--- config.mk ---
export PLATFORM = sky130hd
export DESIGN_NAME = booth_controller
export DESIGN_NICKNAME = d
export VERILOG_FILES = /design/src/rtl/booth_pkg.sv /design/src/rtl/booth_iter_counter.sv /design/src/rtl/booth_controller.sv
export SDC_FILE = /design/constraint.sdc
export NUM_CORES = 1
export LEC_CHECK = 0
export CELL_PAD_IN_SITES_DETAIL_PLACEMENT = 0
export CELL_PAD_IN_SITES_GLOBAL_PLACEMENT = 2
export CORE_MARGIN = 5
export CORE_UTILIZATION = 22
export DETAILED_ROUTE_END_ITERATION = 7
export PLACE_DENSITY = 0.87
export SYNTH_ARGS = -nofsm -noshare
export SYNTH_HDL_FRONTEND = slang
export SYNTH_SLANG_ARGS = --single-unit
--- constraint.sdc ---
create_clock -name clk -period 1.64 [get_ports clk]
set_input_delay 0.246 -clock clk [delete_from_list [all_inputs] [get_ports clk]]
set_output_delay 0.246 -clock clk [all_outputs]
set_load 0.05 [all_outputs]
--- src/rtl/booth_pkg.sv ---
// -----------------------------------------------------------------------------
// booth_pkg
// Shared definitions for the Booth multiplier controller slice.
//   state_t      : controller FSM states (IDLE, LOAD, EVAL, SHIFT, DONE)
//   BOOTH_WIDTH  : default operand width / number of Booth iterations
//   count_bits() : width of the iteration counter for a given operand width
// Optional feature macro used by the controller: BOOTH_FAST_SHIFT_EN
// -----------------------------------------------------------------------------
package booth_pkg;

    localparam int BOOTH_WIDTH = 4;

    typedef enum logic [2:0] {
        IDLE,
        LOAD,
        EVAL,
        SHIFT,
        DONE
    } state_t;

    // A one-iteration multiplier still needs a one-bit counter register.
    function automatic int count_bits(input int width);
        return (width > 1) ? $clog2(width) : 1;
    endfunction

endpackage

--- src/rtl/booth_iter_counter.sv ---
// -----------------------------------------------------------------------------
// booth_iter_counter
// Iteration counter for the Booth controller. Cleared when operands are
// loaded, stepped once per completed iteration, and flags the final
// iteration so the FSM knows when to leave the add/shift loop.
// Ports:
//   clk   in  : system clock, rising edge
//   rst   in  : asynchronous, active-low reset
//   clear in  : synchronous clear to zero (wins over inc)
//   inc   in  : advance count by one
//   last  out : count == WIDTH-1 (final iteration in progress)
// -----------------------------------------------------------------------------
module booth_iter_counter
    import booth_pkg::*;
#(
    parameter  int WIDTH = BOOTH_WIDTH,
    localparam int CW    = count_bits(WIDTH)
) (
    input  logic clk,
    input  logic rst,
    input  logic clear,
    input  logic inc,
    output logic last
);

    logic [CW-1:0] count;

    // The controller never requests inc while last is set, so the count
    // never wraps within an operation.
    always_ff @(posedge clk or negedge rst) begin
        if (!rst) begin
            count <= '0;
        end else if (clear) begin
            count <= '0;
        end else if (inc) begin
            count <= count + 1'b1;
        end
    end

    assign last = (count == CW'(WIDTH - 1));

endmodule

--- src/rtl/booth_controller.sv ---
// -----------------------------------------------------------------------------
// booth_controller
// Control FSM for a sequential radix-2 Booth multiplier datapath. On start it
// loads both operands and clears the accumulator, then runs WIDTH iterations
// of (optional add/subtract of M) followed by an arithmetic right shift,
// choosing the operation from the datapath's {Q0, Q(-1)} feedback.
// Ports:
//   clk, rst      in  : clock (rising edge), asynchronous active-low reset
//   start         in  : multiply request, only honoured in IDLE
//   Q0, Q1        in  : datapath feedback, LSB of Q and the extra bit Q(-1)
//   LoadA, LoadB  out : load multiplicand / multiplier registers
//   rs            out : clear accumulator and Q(-1)
//   LoadAdd, SEL  out : capture add (SEL=0) or subtract (SEL=1) result
//   Shift         out : arithmetic right shift of {acc, Q, Q(-1)}
//   busy          out : high from LOAD through DONE
//   done          out : one-cycle pulse when the product is valid
// Optional feature: define BOOTH_FAST_SHIFT_EN to shift directly in EVAL when
// no add is needed, skipping the SHIFT state (latency 2+WIDTH .. 2+2*WIDTH).
// -----------------------------------------------------------------------------
module booth_controller
    import booth_pkg::*;
#(
    parameter int WIDTH = BOOTH_WIDTH
) (
    input  logic clk,
    input  logic rst,
    input  logic start,
    input  logic Q0,
    input  logic Q1,
    output logic LoadA,
    output logic LoadB,
    output logic rs,
    output logic LoadAdd,
    output logic SEL,
    output logic Shift,
    output logic busy,
    output logic done
);

    state_t state;
    state_t next_state;
    logic   cnt_clear;
    logic   cnt_inc;
    logic   cnt_last;

    booth_iter_counter #(
        .WIDTH (WIDTH)
    ) u_iter_counter (
        .clk   (clk),
        .rst   (rst),
        .clear (cnt_clear),
        .inc   (cnt_inc),
        .last  (cnt_last)
    );

    always_ff @(posedge clk or negedge rst) begin
        if (!rst) begin
            state <= IDLE;
        end else begin
            state <= next_state;
        end
    end

    // Outputs are decoded from state alone, except the add/subtract choice
    // in EVAL which follows the Booth pair {Q0, Q(-1)}.
    always_comb begin
        next_state = state;
        LoadA      = 1'b0;
        LoadB      = 1'b0;
        rs         = 1'b0;
        LoadAdd    = 1'b0;
        SEL        = 1'b0;
        Shift      = 1'b0;
        busy       = 1'b0;
        done       = 1'b0;
        cnt_clear  = 1'b0;
        cnt_inc    = 1'b0;

        case (state)
            IDLE: begin
                if (start) begin
                    next_state = LOAD;
                end
            end

            LOAD: begin
                LoadA      = 1'b1;
                LoadB      = 1'b1;
                rs         = 1'b1;
                busy       = 1'b1;
                cnt_clear  = 1'b1;
                next_state = EVAL;
            end

            EVAL: begin
                busy       = 1'b1;
                next_state = SHIFT;
                // Pair 10 starts a run of ones (subtract M), pair 01 ends one
                // (add M); 00 and 11 need no arithmetic.
                if (Q0 && !Q1) begin
                    LoadAdd = 1'b1;
                    SEL     = 1'b1;
                end else if (!Q0 && Q1) begin
                    LoadAdd = 1'b1;
                end
`ifdef BOOTH_FAST_SHIFT_EN
                // No add this iteration, so the shift can happen right away
                // and the iteration completes here instead of in SHIFT.
                if (Q0 == Q1) begin
                    Shift = 1'b1;
                    if (cnt_last) begin
                        next_state = DONE;
                    end else begin
                        cnt_inc    = 1'b1;
                        next_state = EVAL;
                    end
                end
`endif
            end

            SHIFT: begin
                busy  = 1'b1;
                Shift = 1'b1;
                if (cnt_last) begin
                    next_state = DONE;
                end else begin
                    cnt_inc    = 1'b1;
                    next_state = EVAL;
                end
            end

            DONE: begin
                busy       = 1'b1;
                done       = 1'b1;
                next_state = IDLE;
            end

            default: begin
                next_state = IDLE;
            end
        endcase
    end

endmodule

After elaboration in Yosys (flattened, before gate mapping) --
Index checks and enable logic that the tools add are counted.
Word-level totals: bits of input ports 5, flip-flop bits (word level) 5, output and inout bits 8
Cells by class: reductions and logical operators 7, equality and inequality tests 6, add/subtract/negate cells 1, muxes and demuxes 16
Operator list (number):
- case mux 3 bit (4 select lines) | 1
- 2-to-1 mux 1 bit | 11
- == test 3 x 2 -> 1 bit (second input constant) | 2
- 2-to-1 mux 3 bit | 2
- 2-to-1 mux 2 bit | 2
- OR reduction 4 bit | 1
- == test 3 x 1 -> 1 bit (second input constant) | 1
- == test 3 bit (second input constant) | 1
- logical NOT 3 bit | 1
- adder 2 x 1 -> 2 bit (second input constant) | 1
- == test 2 bit (second input constant) | 1
- logical AND 1 bit | 2
- logical NOT 1 bit | 2
- != test 2 bit (second input constant) | 1
- nonzero test 2 bit | 1

Depth between registers and ports, before layout --
Gate-level depths: netlist of run 1.
depth in word-level cells 5, gate-level depth with buffers 4, mapped depth without buffers 4

Hierarchy --
Synthesis of run 1 repeated with hierarchy kept, for this count alone.
Second synthesis, totals: cells, all modules 30, area total of the unflattened synthesis 310.3 sq um
Modules (own cells, without submodules):
- booth_controller | cells each 23, instances 1, area an instance 221.5 sq um
- booth_iter_counter | cells each 7, instances 1, area an instance 88.8 sq um

Worst setup path before layout of run 1 --
Ideal clock, no wire load.
path kind register -> output, start register state[2], end output SEL, data arrival time 1.775 ns, buffers on the path 0, slack -0.381 ns, stages on the path, launching flop included 3, data required time 1.394 ns, cell sequence dfrtp_1 nand2b_1 nor3b_1
On the way: word-level cells in the longest chain between the ends 2
Ends and longest elaborated chain:
- from (decl) | line booth_controller.sv:40 | state_t state;
- from (signal assigned) | line booth_controller.sv:60 | state <= next_state;
- == test 3 x 2 -> 1 bit | line booth_controller.sv:79 | case (state)
- 2-to-1 mux 1 bit | line booth_controller.sv:79
- to (decl) | line booth_controller.sv:34 | output logic SEL,
No other way between the ends.

Worst setup path after layout of run 1 --
start input Q1, end output LoadAdd
On the way: word-level cells in the longest chain between the ends 4, elaborated cells on any way between the ends 6, classes of those cells mux: 3; reduce/logical: 3
Ends and longest elaborated chain:
- from (decl) | line booth_controller.sv:29 | input logic Q1,
- logical AND 1 bit / logical NOT 1 bit (equally long branches) | line booth_controller.sv:103, booth_controller.sv:100
- 2-to-1 mux 1 bit / logical AND 1 bit (equally long branches) | line booth_controller.sv:103, booth_controller.sv:100
- 2-to-1 mux 1 bit * | line booth_controller.sv:100 | if (Q0 && !Q1) begin
- 2-to-1 mux 1 bit * | line booth_controller.sv:79
- to (decl) | line booth_controller.sv:33 | output logic LoadAdd,
Every way passes the cells marked *; elsewhere a longest branch is shown, timed or not.

==> results of run 1 <==
-- through the flow --
step,hold WS (ns),worst slack [ns],power [W],TNS (ns),util
after floorplan,-0.04959,0.00002898,0.0006400,0,-
after global placement,0.4701,-0.01867,0.0009468,-0.01867,0.4002
after detailed placement,0.4721,-0.02407,0.0009456,-0.02407,0.4002
after CTS,0.2147,0.02480,0.001091,0,0.4206
after global routing,0.2125,-0.02368,0.001141,-0.07082,0.4226
final,0.2186,0.03147,0.001080,0,0.4226
-- worst paths after layout --
check / from / end / depth (start not counted)
worst min register to register: state[2] / state[0] / 1
worst max register to register: u_iter_counter.count[0] / u_iter_counter.count[1] / 4
worst max-delay path: Q1 / LoadAdd / 5
max in group asynchronous: rst / state[1] / 1
worst min-delay path: rst / u_iter_counter.count[0] / 1
min in group clk: state[2] / state[0] / 1
-- metal layers --
layer | GRT usage | part of all wire | routed length, um | up-vias
met5 | 0 | 0 | 0 | -
met4 | 0.08287 | 0.034 | 20 | 0
met3 | 0.01533 | 0.11 | 65 | 2
met2 | 0.07317 | 0.42 | 247 | 10
met1 | 0.05374 | 0.43 | 248 | 111
li1 | - | - | - | 138
-- kinds of logic after synthesis --
logic type               synth area share
flip-flops                         0.4202
XOR/XNOR                          0.02942
AO/OA/AOI/OAI                     0.06723
adder cells (fa/ha/maj)           0.08402
AND/OR/NAND/NOR                    0.3236
buffers and inverters             0.07562
-- flip-flops by register name, summed over array words and instances, names as in the netlist --
signal	count
u_iter_counter.count	2
state	3
-- area by class of cell --
type	count	area (um2)	area share
Multi-Input combinational cell	25	165.2	0.3041
Sequential cell	5	125.1	0.2304
Tap cell	15	18.77	0.03456
Clock buffer	4	26.28	0.04839
Inverter	2	7.507	0.01382
Timing Repair Buffer	12	200.2	0.3687
-- cell usage after synthesis, drive strengths merged --
master  count
dfrtp       5
nor2        5
o21ai       4
nand2b      3
nor3        3
and2        2
buf         2
ha          2
inv         2
nand2       2
and3        1
nor3b       1
or2         1
xnor2       1
-- power by group through the flow --
stage / Combinational [W] / Clock [W] / Sequential [W]
2_1_floorplan: 0.000412 / 0 / 0.000228
6_report: 0.000699 / 0.000137 / 0.000244
3_3_place_gp: 0.000703 / 0 / 0.000244
5_1_grt: 0.000734 / 0.000159 / 0.000248
3_5_place_dp: 0.000703 / 0 / 0.000243
4_1_cts: 0.000704 / 0.000145 / 0.000242
-- repair_timing --
action                                  in CTS  in global routing
buffers inserted                             0                  0
endpoints found under the setup margin       1                  4
pin swaps                                    1                  0
resized for setup                            0                  1
==> impl_metrics.csv, run 1 <==
group,metric,value,unit
synth,syn_nets,41,
clock_network,ctsRootBufferMaster,"clkbuf_4",
floorplanning,die_y,46.79,um
finish,final_common_cell,"buf_12",
clock_network,clk_latency,0.24,ns
clock_network,cts.sinks,5,
synth,ys.warnings.count,0,
global_route,grt_pass1_vias,214,
drt,vias,261,
power,p_leak,0.2399,nW
power,seq_power_share,0.226,
drt,postRouteAntennaNets,0,
placement,port_buffers,12,
power,p_clk_frac,0.127,
placement,dp_cells,59,
placement,routabilityCongestion,0.6806,
drt,dr.first_iter.drc_count,4,
power,power.internal,0.0005902,W
finish,antenna_cells,0,
synth,ys_ff_latch,5,
setup_path,cp_max_fo,1,
timing,max_freq,621.7,MHz
finish,fill_cells,130,
floorplanning,io_pins,13,
clock_network,cts_buffers,3,
setup_path,ff2ff_setup_slack,0.51,ns
setup_path,worstPathCellList,"clkdlybuf4s50_1 -> inv_1 -> ha_1 -> nor3_2 -> buf_12",
floorplanning,start_util,0.2317,
setup_path,critPathMaxStageDelay,0.45,ns
finish,fin_cells,63,
power,ir_drop,0.7191,mV
timing,finalMaxSlewViolations,0,
timing,setup_viol,0,
setup_path,arrival,1.36,ns
setup_path,critical_path_class,"primary input to output pin",
timing,fin_crit,1.609,ns
setup_path,worst-endpoint-required,1.39,ns
global_route,overflow,0,
placement,post_dp_cell_area,514.2,um2
global_route,antenna_found_initial,0,
power,swShare,0.4534,
finish,area_growth,82.35,%
synth,netlist_instances,34,
clock_network,htreeDepth,1,
finish,final_area,543.0,um2
setup_path,crit_buf_inv,3,
global_route,grt_first_pass_wirelength,759,um
finish,drive_gt1_frac,0.3542,
drt,wirelength,582,um
global_route,grt_max_degree,9,
timing,finalClockSkew,0.0008155,ns
timing,min_period_over_period,0.9808,
clock_network,cts_tree,"yes",
clock_network,cts_buffer_depth,2,
synth,synth.area.top_cells,"dfrtp_1 42%, ha_1 8.4%, nor2_1 6.3%",
job,drv_cap,0,
drt,wire_per_inst,9.238,um
synth,syn_area,297.8,um2
timing,tightestPinTransition,0.3300,ns
drt,post-route-drc-count,0,
synth,yosys.area.top_type,"dfrtp_1",
timing,finalHoldViolCount,0,
power,netSwitchingPower,0.0004896,W
setup_path,endpoint_kind,"output pin",
synth,synth_top_area_share,0.4202,
power,p_per_area,1988,nW/um2
finish,layout.nets,56,
setup_path,crit_path_start_kind,"primary input",
setup_path,slowest_stage,"clkdlybuf4s50_1",
clock_network,path_clk_slew,0.04,ns
run_status,status,"finished clean",
power,pwr-share-comb,0.647,
drt,drt_pass1_iterations,2,
finish,mostFrequentLayoutCells,"8 x buf_12, 5 x dfrtp_1, 4 x nor2_1, 4 x clkdlybuf4s50_1, 3 x clkbuf_4",
synth,ys_types,16,
floorplanning,die_area,2189,um2
drt,viasPerCell,4.143,
timing,slew_headroom,0.7798,
synth,syn_avg_cell_area,8.758,um2
setup_path,cp_top_family,"buffers and inverters",
floorplanning,die_x,46.79,um
clock_network,hold_buffers,0,
synth,ys_seq_area_frac,0.4202,
global_route,grt_use_total,0.05395,
worst_hold_path,hold_class,"primary input to async pin",
timing,rsz0062_at_grt,"true",
floorplanning,num_rows,13,
floorplanning,core_area,1285,um2
Note: power is estimated with default switching activity, not from simulation.
==> run 2: changes to the inputs <==
--- a/config.mk
+++ b/config.mk
@@ -11,6 +11,7 @@
 export CORE_UTILIZATION = 22
 export DETAILED_ROUTE_END_ITERATION = 7
 export PLACE_DENSITY = 0.87
+export REMOVE_ABC_BUFFERS = 1
 export SYNTH_ARGS = -nofsm -noshare
 export SYNTH_HDL_FRONTEND = slang
 export SYNTH_SLANG_ARGS = --single-unit
==> run 2 against run 1 <==
  * Via count increased by 3.8%
  * Routed wire length rose by 13%
  * Worst hold slack gained 0.0039 ns
  * Total power grew 3.2%
  * Clock skew shrank 0.00070 ns
  * Setup slack better by 0.040 ns
  * Non-clock buffer count grew 2
  * Count of clock-buffer cells in the layout stayed put
  * Cell count rose by 3.2%
  * Core utilization increased by 1.4 points
  * Critical path depth decreased by 2
  * First-iteration DRC count fell by 75%
  * Largest cell class unchanged
==> impl_metrics.csv, run 2 (synthesis gave the netlist of run 1 again) <==
group,metric,value,unit
timing,rsz0062_at_grt,"false",
worst_hold_path,hold_class,"primary input to async pin",
setup_path,worstPathCellList,"nor2_1 -> xnor2_1 -> buf_12",
drt,drt_pass1_iterations,2,
floorplanning,num_rows,13,
placement,routabilityCongestion,0.6467,
finish,layout.nets,58,
drt,dr.first_iter.drc_count,1,
finish,mostFrequentLayoutCells,"8 x buf_12, 5 x nor2_1, 4 x dfrtp_1",
global_route,grt_pass1_vias,240,
setup_path,timing.rr.start,"u_iter_counter.count[0]",
timing,slew_headroom,0.8030,
finish,fin_cells,65,
drt,viasPerCell,4.169,
clock_network,hold_buffers,0,
run_status,status,"finished clean",
global_route,grt_use_total,0.07428,
timing,min_period_over_period,0.9567,
drt,wirelength,655,um
power,p_per_area,1988,nW/um2
setup_path,crit_path_start_kind,"flop",
finish,largest_reg_flops,3,
setup_path,reg2regPathDepth,4,
clock_network,cts.sinks,5,
timing,tightestPinTransition,0.2955,ns
timing,finalMaxSlewViolations,0,
clock_network,ctsRootBufferMaster,"clkbuf_4",
clock_network,path_clk_slew,0.04,ns
clock_network,clk_latency,0.24,ns
setup_path,crit_buf_inv,1,
drt,postRouteAntennaNets,0,
global_route,overflow,0,
timing,finalHoldViolCount,0,
power,p_leak,0.2524,nW
placement,dpl.hpwl,536.2,um
finish,final_common_cell,"buf_12",
finish,area_growth,88.24,%
setup_path,cp_max_fo,8,
finish,largestRegisters,"state (3), u_iter_counter.count (2)",
finish,antenna_cells,0,
setup_path,worst-endpoint-required,1.39,ns
placement,dp_cells,61,
global_route,antenna_found_initial,0,
clock_network,cts_tree,"yes",
floorplanning,start_util,0.2317,
setup_path,arrival,1.32,ns
power,p_total,0.001114,W
clock_network,post_cts_buffers,0,
timing,max_freq,637.4,MHz
setup_path,slowest_stage,"dfrtp_1",
placement,port_buffers,12,
timing,setup_viol,0,
setup_path,ff2ff_setup_slack,0.50,ns
floorplanning,io_pins,13,
power,ir_drop,0.7378,mV
floorplanning,core_area,1285,um2
drt,wire_per_inst,10.08,um
clock_network,cts_buffers,3,
drt,vias,271,
floorplanning,die_y,46.79,um
finish,regMostFlops,"state",
setup_path,reg2reg_to,"u_iter_counter.count[0]",
job,drv_cap,0,
global_route,grt_max_degree,9,
timing,fin_crit,1.569,ns
floorplanning,die_x,46.79,um
setup_path,critical_path_class,"flop to output pin",
clock_network,htreeDepth,1,
drt,post-route-drc-count,0,
setup_path,endpoint_kind,"output pin",
setup_path,cp_top_family,"flip-flops",
timing,finalClockSkew,0.0001164,ns
clock_network,cts_buffer_depth,2,
global_route,grt_first_pass_wirelength,1.035,mm
setup_path,critPathMaxStageDelay,0.47,ns
finish,drive_gt1_frac,0.3800,
floorplanning,die_area,2189,um2
==> run 2: cell types whose count changed in the layout (fill, tap and decap cells not counted), sizes merged <==
cell | before | now
buf | 8 | 10
clkdlybuf4s50 | 4 | 3
dlygate4sd2 | 0 | 1
==> run 2: timing repair <==
item | in CTS | in global routing
pin swaps | 2 | 0
gates cloned | 0 | 0
endpoints found under the setup margin | 2 | 3
resized for setup | 2 | 4
==> run 2: metrics by stage <==
| stage | utilization | setup WS, ns | instance area [um2] | TNS [ns] | hold slack, ns |
|---|---|---|---|---|---|
| floorplan | - | -1.067 | 282.8 | -3.837 | -0.04959 |
| global placement | 0.4021 | -0.04079 | 516.7 | -0.04079 | 0.4709 |
| CTS | 0.4255 | 0.004800 | 546.8 | 0 | 0.2193 |
| finish | 0.4362 | 0.07103 | 560.5 | 0 | 0.2225 |
| global route | 0.4362 | 0.003702 | 560.5 | 0 | 0.2176 |
| detailed placement | 0.4021 | -0.03397 | 516.7 | -0.04995 | 0.4735 |
==> run 2: how the worst max path moves through the flow <==
stage	start	to	slack (ns)	depth (start not counted)
floorplan	state[2]	LoadA	-1.07	2
global placement	Q1	LoadAdd	-0.04	6
detailed placement	Q1	LoadAdd	-0.03	6
CTS	state[2]	SEL	0.005	3
global route	state[1]	busy	0.004	3
finish	state[0]	busy	0.07	3
==> run 2: worst register-to-register path: stages, from the launching register on <==
cell,delay (ns)
dfrtp_1,0.39
ha_1,0.24
and2_1,0.17
o21ai_0,0.13
o21ai_1,0.09
==> run 2: cell type report <==
type / count / area, um2
clock buffer: 4 / 26.28
tap: 15 / 18.77
inverter: 2 / 7.507
sequential: 5 / 126.4
fill: 123 / 724.4
multi-input combinational: 25 / 167.7
timing repair buffer: 14 / 214.0
==> run 2: report_power, final <==
group / internal (W) / switching (W) / total [W]
registers: 0.000175 / 0.0000729 / 0.000248
logic: 0.000349 / 0.000381 / 0.000730
clock network: 0.0000916 / 0.0000441 / 0.000136
total: 0.000616 / 0.000498 / 0.00111
==> run 2: metal layers <==
layer  global-route usage  vias to the layer above  wire (um)
met4              0.08287                        0         26
met1              0.08645                      117        297
met2               0.1003                        9        290
li1                     -                      141          -
met3              0.02299                        4         40
met5                    0                        -          0
